### src/rtl/ad9866_rx_agc.sv
// Receive AGC for the AD9866: windowed clip/level evaluation drives a gain code,
// which is handed to the SPI controller over a req/ack handshake.
module ad9866_rx_agc #(
  parameter int GAIN_W    = 6,
  parameter int GAIN_MIN  = 0,
  parameter int GAIN_MAX  = 60,
  parameter int GAIN_INIT = 40,
  parameter int DEC_STEP  = 3,
  parameter int WINDOW    = 76800,
  parameter int HANG      = 8,
  parameter int SETTLE    = 256
) (
  input  logic              clk,
  input  logic              rst,
  input  logic              agc_en,
  input  logic [GAIN_W-1:0] gain_manual,
  input  logic              rxclip,
  input  logic              rxgoodlvl,
  output logic              rxclrstatus,
  output logic [GAIN_W-1:0] gain,
  output logic              gain_req,
  input  logic              gain_ack,
  output logic              gain_at_lim
);

  localparam int WIN_W  = $clog2(WINDOW);
  localparam int HANG_W = $clog2(HANG + 1);
  localparam int SET_W  = $clog2(SETTLE + 1);

  typedef enum logic [1:0] {ST_COUNT, ST_EVAL, ST_REQ, ST_SETTLE} state_t;

  state_t              state_q, state_d;
  logic [GAIN_W-1:0]   gain_q, gain_d, gain_nxt;
  logic                req_q, req_d;
  logic [WIN_W-1:0]    win_q, win_d;
  logic [HANG_W-1:0]   hang_q, hang_d;
  logic [SET_W-1:0]    set_q, set_d;

  function automatic logic [GAIN_W-1:0] clamp_gain(input logic [GAIN_W-1:0] g);
    logic signed [GAIN_W:0] v;
    v = $signed({1'b0, g});
    if (v < $signed((GAIN_W+1)'(GAIN_MIN)))      return GAIN_W'(GAIN_MIN);
    else if (v > $signed((GAIN_W+1)'(GAIN_MAX))) return GAIN_W'(GAIN_MAX);
    else                                         return g;
  endfunction

  function automatic logic [GAIN_W-1:0] sat_dec(input logic [GAIN_W-1:0] g);
    logic signed [GAIN_W:0] v;
    v = $signed({1'b0, g}) - $signed((GAIN_W+1)'(DEC_STEP));
    if (v < $signed((GAIN_W+1)'(GAIN_MIN))) return GAIN_W'(GAIN_MIN);
    else                                    return v[GAIN_W-1:0];
  endfunction

  function automatic logic [GAIN_W-1:0] sat_inc(input logic [GAIN_W-1:0] g);
    logic signed [GAIN_W:0] v;
    v = $signed({1'b0, g}) + $signed((GAIN_W+1)'(1));
    if (v > $signed((GAIN_W+1)'(GAIN_MAX))) return GAIN_W'(GAIN_MAX);
    else                                    return v[GAIN_W-1:0];
  endfunction

  // Reset parks in REQ with gain_req low so the initial gain is programmed once rst drops.
  always_ff @(posedge clk) begin
    if (rst) begin
      state_q <= ST_REQ;
      gain_q  <= GAIN_W'(GAIN_INIT);
      req_q   <= 1'b0;
      win_q   <= '0;
      hang_q  <= '0;
      set_q   <= '0;
    end else begin
      state_q <= state_d;
      gain_q  <= gain_d;
      req_q   <= req_d;
      win_q   <= win_d;
      hang_q  <= hang_d;
      set_q   <= set_d;
    end
  end

  always_comb begin
    state_d  = state_q;
    gain_d   = gain_q;
    win_d    = win_q;
    hang_d   = hang_q;
    set_d    = set_q;
    gain_nxt = gain_q;
    case (state_q)
      ST_COUNT: begin
        win_d = win_q + WIN_W'(1);
        // Manual mode keeps the window idle so re-enabling the loop starts fresh.
        if (!agc_en) begin
          win_d  = '0;
          hang_d = '0;
          if (clamp_gain(gain_manual) != gain_q) begin
            gain_d  = clamp_gain(gain_manual);
            state_d = ST_REQ;
          end
        end else if (win_q == WIN_W'(WINDOW - 1)) begin
          win_d   = '0;
          state_d = ST_EVAL;
        end
      end
      ST_EVAL: begin
        if (rxclip) begin
          gain_nxt = sat_dec(gain_q);
          hang_d   = '0;
        end else if (rxgoodlvl) begin
          hang_d = '0;
        end else if (hang_q == HANG_W'(HANG - 1)) begin
          gain_nxt = sat_inc(gain_q);
          hang_d   = '0;
        end else begin
          hang_d = hang_q + HANG_W'(1);
        end
        if (gain_nxt != gain_q) begin
          gain_d  = gain_nxt;
          state_d = ST_REQ;
        end else begin
          state_d = ST_COUNT;
        end
      end
      ST_REQ: begin
        if (gain_ack) begin
          set_d   = '0;
          state_d = ST_SETTLE;
        end
      end
      ST_SETTLE: begin
        set_d = set_q + SET_W'(1);
        if (set_q == SET_W'(SETTLE - 1)) begin
          win_d   = '0;
          state_d = ST_COUNT;
        end
      end
      default: state_d = ST_REQ;
    endcase
    req_d = (state_d == ST_REQ);
  end

  always_comb begin
    rxclrstatus = (state_q == ST_EVAL) ||
                  ((state_q == ST_SETTLE) && (set_q == SET_W'(SETTLE - 1)));
    gain_at_lim = (gain_q == GAIN_W'(GAIN_MIN)) || (gain_q == GAIN_W'(GAIN_MAX));
  end

  assign gain     = gain_q;
  assign gain_req = req_q;

endmodule

### config.mk
export PLATFORM = sky130hd
export DESIGN_NAME = ad9866_rx_agc
export DESIGN_NICKNAME = d
export VERILOG_FILES = /design/src/rtl/ad9866_rx_agc.sv
export SDC_FILE = /design/constraint.sdc
export NUM_CORES = 1
export LEC_CHECK = 0
export ABC_AREA = 1
export ABC_CLOCK_PERIOD_IN_PS = 2800
export CELL_PAD_IN_SITES_DETAIL_PLACEMENT = 1
export CELL_PAD_IN_SITES_GLOBAL_PLACEMENT = 2
export CORE_MARGIN = 4
export CORE_UTILIZATION = 32
export DETAILED_ROUTE_END_ITERATION = 6
export PLACE_DENSITY = 0.83
export SLEW_MARGIN = 20
export SYNTH_ARGS = -nofsm -noshare
export SYNTH_HDL_FRONTEND = slang
export SYNTH_SLANG_ARGS = --single-unit
### constraint.sdc
create_clock -name clk -period 2.8 [get_ports clk]
set_clock_uncertainty 0.05 [all_clocks]
set_input_delay 0.28 -clock clk [delete_from_list [all_inputs] [get_ports clk]]
set_output_delay 0.28 -clock clk [all_outputs]
set_load 0.01 [all_outputs]
==> results.yml <==
cts:
  root_buffer: "clkbuf_8"
  clock_latency_ns: 0.29
  cts.reportedPaths.clkPinSlew_ns: 0.08
  cts.repair.resized: 0
  cts_sinks: 39
  htree_levels: 2
  cts-buffers-inserted: 5
  cts_setup_buffers: 0
  cts_hold_buf: 0
  cts_tree: "built"
  clockBufferDepth: 2
setup_path:
  reg2reg_depth: 13
  cp_max_fo: 4
  path_cells: "ha_1 -> nand2_1 -> nor2_1 -> inv_1 -> nor3_1 -> ha_1 -> nand2_1 -> nand2_1 -> clkdlybuf4s50_1"
  crit_arrival_ns: 2.21
  endpoint_kind: "output port"
  crit_required_ns: 2.47
  max_stage_delay_ns: 0.54
  worstSetupPathType: "register to output port"
  cpMostUsedCell: "nand2_1"
  cpMaxStageDelayCell: "clkdlybuf4s50_1"
  cp-start-kind: "register"
synth:
  synth_seq_cells: 39
  synth_nets: 410
  synth_flop_cell: "dfxtp_1"
  yosysTopAreaCell: "dfxtp_1"
  synthTopCellsByCount: "nand2_1, inv_1, dfxtp_1, a21oi_1, nor2_1"
  postSynthCellCount: 391
  ys.warnings.count: 0
  yosysTopAreaCellShare_pct: 30.2
  yosysMostFrequentCell: "nand2_1"
  ys_seq_area_share_pct: 30.2
  synth_area_um2: 2590
  synth_edf_count: 0
  synth_cell_types: 40
  ys_async_sr_fraction_pct: 0
  synth_area_leaders: "dfxtp_1, nand2_1, inv_1, a21oi_1, nand3_1"
  synth_area_per_cell_um2: 6.62
floorplanning:
  dieArea_um2: 9590
  initial_core_util_pct: 33.1
  pin_count: 21
  die_w_um: 97.9
  num_rows: 32
  die_h_um: 97.9
  coreArea_um2: 7810
sta:
  slew_headroom_pct: 55.5
  tightest_slew_ns: 0.665
  fin_setup_tns_ns: 0
  finalCritPeriodShare_pct: 90.6
  drv_slew: 0
  fmax_ghz: 0.394
  finalSetupViolCount: 0
  fin_crit_ns: 2.54
  rsz0062_at_grt: "false"
  finalHoldViolCount: 0
place:
  place_inst: 507
  place_area_um2: 2860
  gp_congestion: 0.836
  hpwl_um: 5090
  io_buffers: 20
route:
  drtIter0Drc: 86
  avgViaCountPerCell: 4.91
  ant_nets: 0
  detail_route.wl_per_cell_um: 13.4
  vias: 2528
  route.detailed.drc: 0
  drt-total-wl_um: 6920
  dr.pass1.iters: 4
cells_and_area:
  num_antenna_cells: 0
  final_net_count: 431
  final_cells: 515
  fin_area_um2: 2950
  drive_gt1_share_pct: 8.47
  fillCellCount: 1030
  area_delta_synth_final_pct: 13.8
power:
  power.density_nw_per_um2: 348
  power.internal_mw: 0.767
  power.leakage_nw: 1.12
  power.share.switching_pct: 25.1
  p_seq_share_pct: 54.9
  comb_power_share_pct: 8.1
  max-vdd-ir-drop_v: 0.000150
  switchingPower_mw: 0.257
  clockPowerShare_pct: 36.9
hold_path:
  hold_depth: 1
  min_path_type: "register to register"
global_route:
  grt_max_degree: 25
  grt.overflow.total: 0
  grt_pass1_vias: 2525
  track_usage_pct: 14.8
  antenna_found_initial: 0
  grt_pass1_wl_um: 11900
run:
  cap_violations: 0
outcome:
  status: "finished clean"
[cells in the final DEF (no fill, tap or decap), drive strengths merged]
| master | n |
|---|---|
| a21oi | 35 |
| inv | 50 |
| a31oi | 2 |
| nand3 | 31 |
| dfxtp | 39 |
| a22oi | 1 |
| xnor2 | 5 |
| o31ai | 1 |
| o21a | 1 |
| clkbuf | 7 |
| o22ai | 1 |
| clkdlybuf4s50 | 20 |
| a211oi | 2 |
| or2 | 1 |
| nand4 | 7 |
| a32oi | 3 |
| nand2 | 108 |
| nor3 | 13 |
| nand3b | 3 |
| buf | 4 |
| o21ai | 24 |
| o21bai | 1 |
| xor2 | 6 |
| nor2 | 36 |
| o211ai | 4 |
| clkinv | 1 |
| ha | 7 |
[kinds of logic (layout without fill, tap and decap cells)]
group | after synthesis | in the layout | share of synthesized area [%]
simple gates | 199 | 199 | 35.5
compound gates | 75 | 75 | 16.2
buf+inv | 60 | 82 | 10.7
flops | 39 | 39 | 30.2
xor+xnor | 11 | 11 | 4.01
fa+ha+maj | 7 | 7 | 3.38
[per-layer routing]
metal  vias up  wire length (um)  share of wire, %  track usage (%)
met2        29              3170                46             23.5
li1       1320                 -                 -                -
met1      1172              3490                50             20.7
met3         7               181               2.6             2.86
met5         -                 0                 0                0
met4         0                79               1.1             3.73
[critical path: cells and delay by family, from the launching register on]
kind / cells / cell delay [ns]
buf+inv: 2 / 0.61
simple gates: 5 / 0.55
flops: 1 / 0.38
fa+ha+maj: 2 / 0.39
[final cells by class]
class                           count  area [um^2]  share of cell area [%]
Multi-Input combinational cell    292         1540                    52.1
Clock buffer                        7         76.3                    2.59
Timing Repair Buffer               24          230                    7.82
Tap cell                          102          128                    4.33
Inverter                           50          190                    6.46
Sequential cell                    39          781                    26.5
Clock inverter                      1         5.00                   0.170
[per-stage QoR]
stage | utilization [%] | hold WS [ns] | worst slack (ns) | power (mW)
2_1_floorplan | - | 0.308 | 0.692 | 0.623
3_3_place_gp | 36.6 | 0.401 | 0.527 | 0.659
3_5_place_dp | 36.6 | 0.411 | 0.487 | 0.659
4_1_cts | 37.6 | 0.425 | 0.199 | 1.05
5_1_grt | 37.7 | 0.448 | 0.000267 | 1.08
6_report | 37.7 | 0.421 | 0.265 | 1.02
[flip-flops by register name, indices dropped and copies added (netlist names)]
| signal | count |
|---|---|
| state_q | 2 |
| set_q | 9 |
| gain | 6 |
| hang_q | 4 |
| gain_req | 1 |
| win_q | 17 |
[final timing paths]
check,start,end,slack [ns]
worst min-delay path,set_q[3],set_q[3],0.42
worst max register to register,gain[2],gain[1],0.54
worst max-delay path,set_q[0],rxclrstatus,0.26
worst min register to register,set_q[3],set_q[3],0.42
[power groups by stage]
stage,Clock [mW],Combinational (mW),Sequential [mW]
floorplan,0,0.0478,0.576
global placement,0,0.0828,0.576
detailed placement,0,0.0835,0.576
CTS,0.399,0.0841,0.563
global route,0.423,0.0940,0.564
finish,0.378,0.0835,0.563
Power figures use the tool's default switching activity.
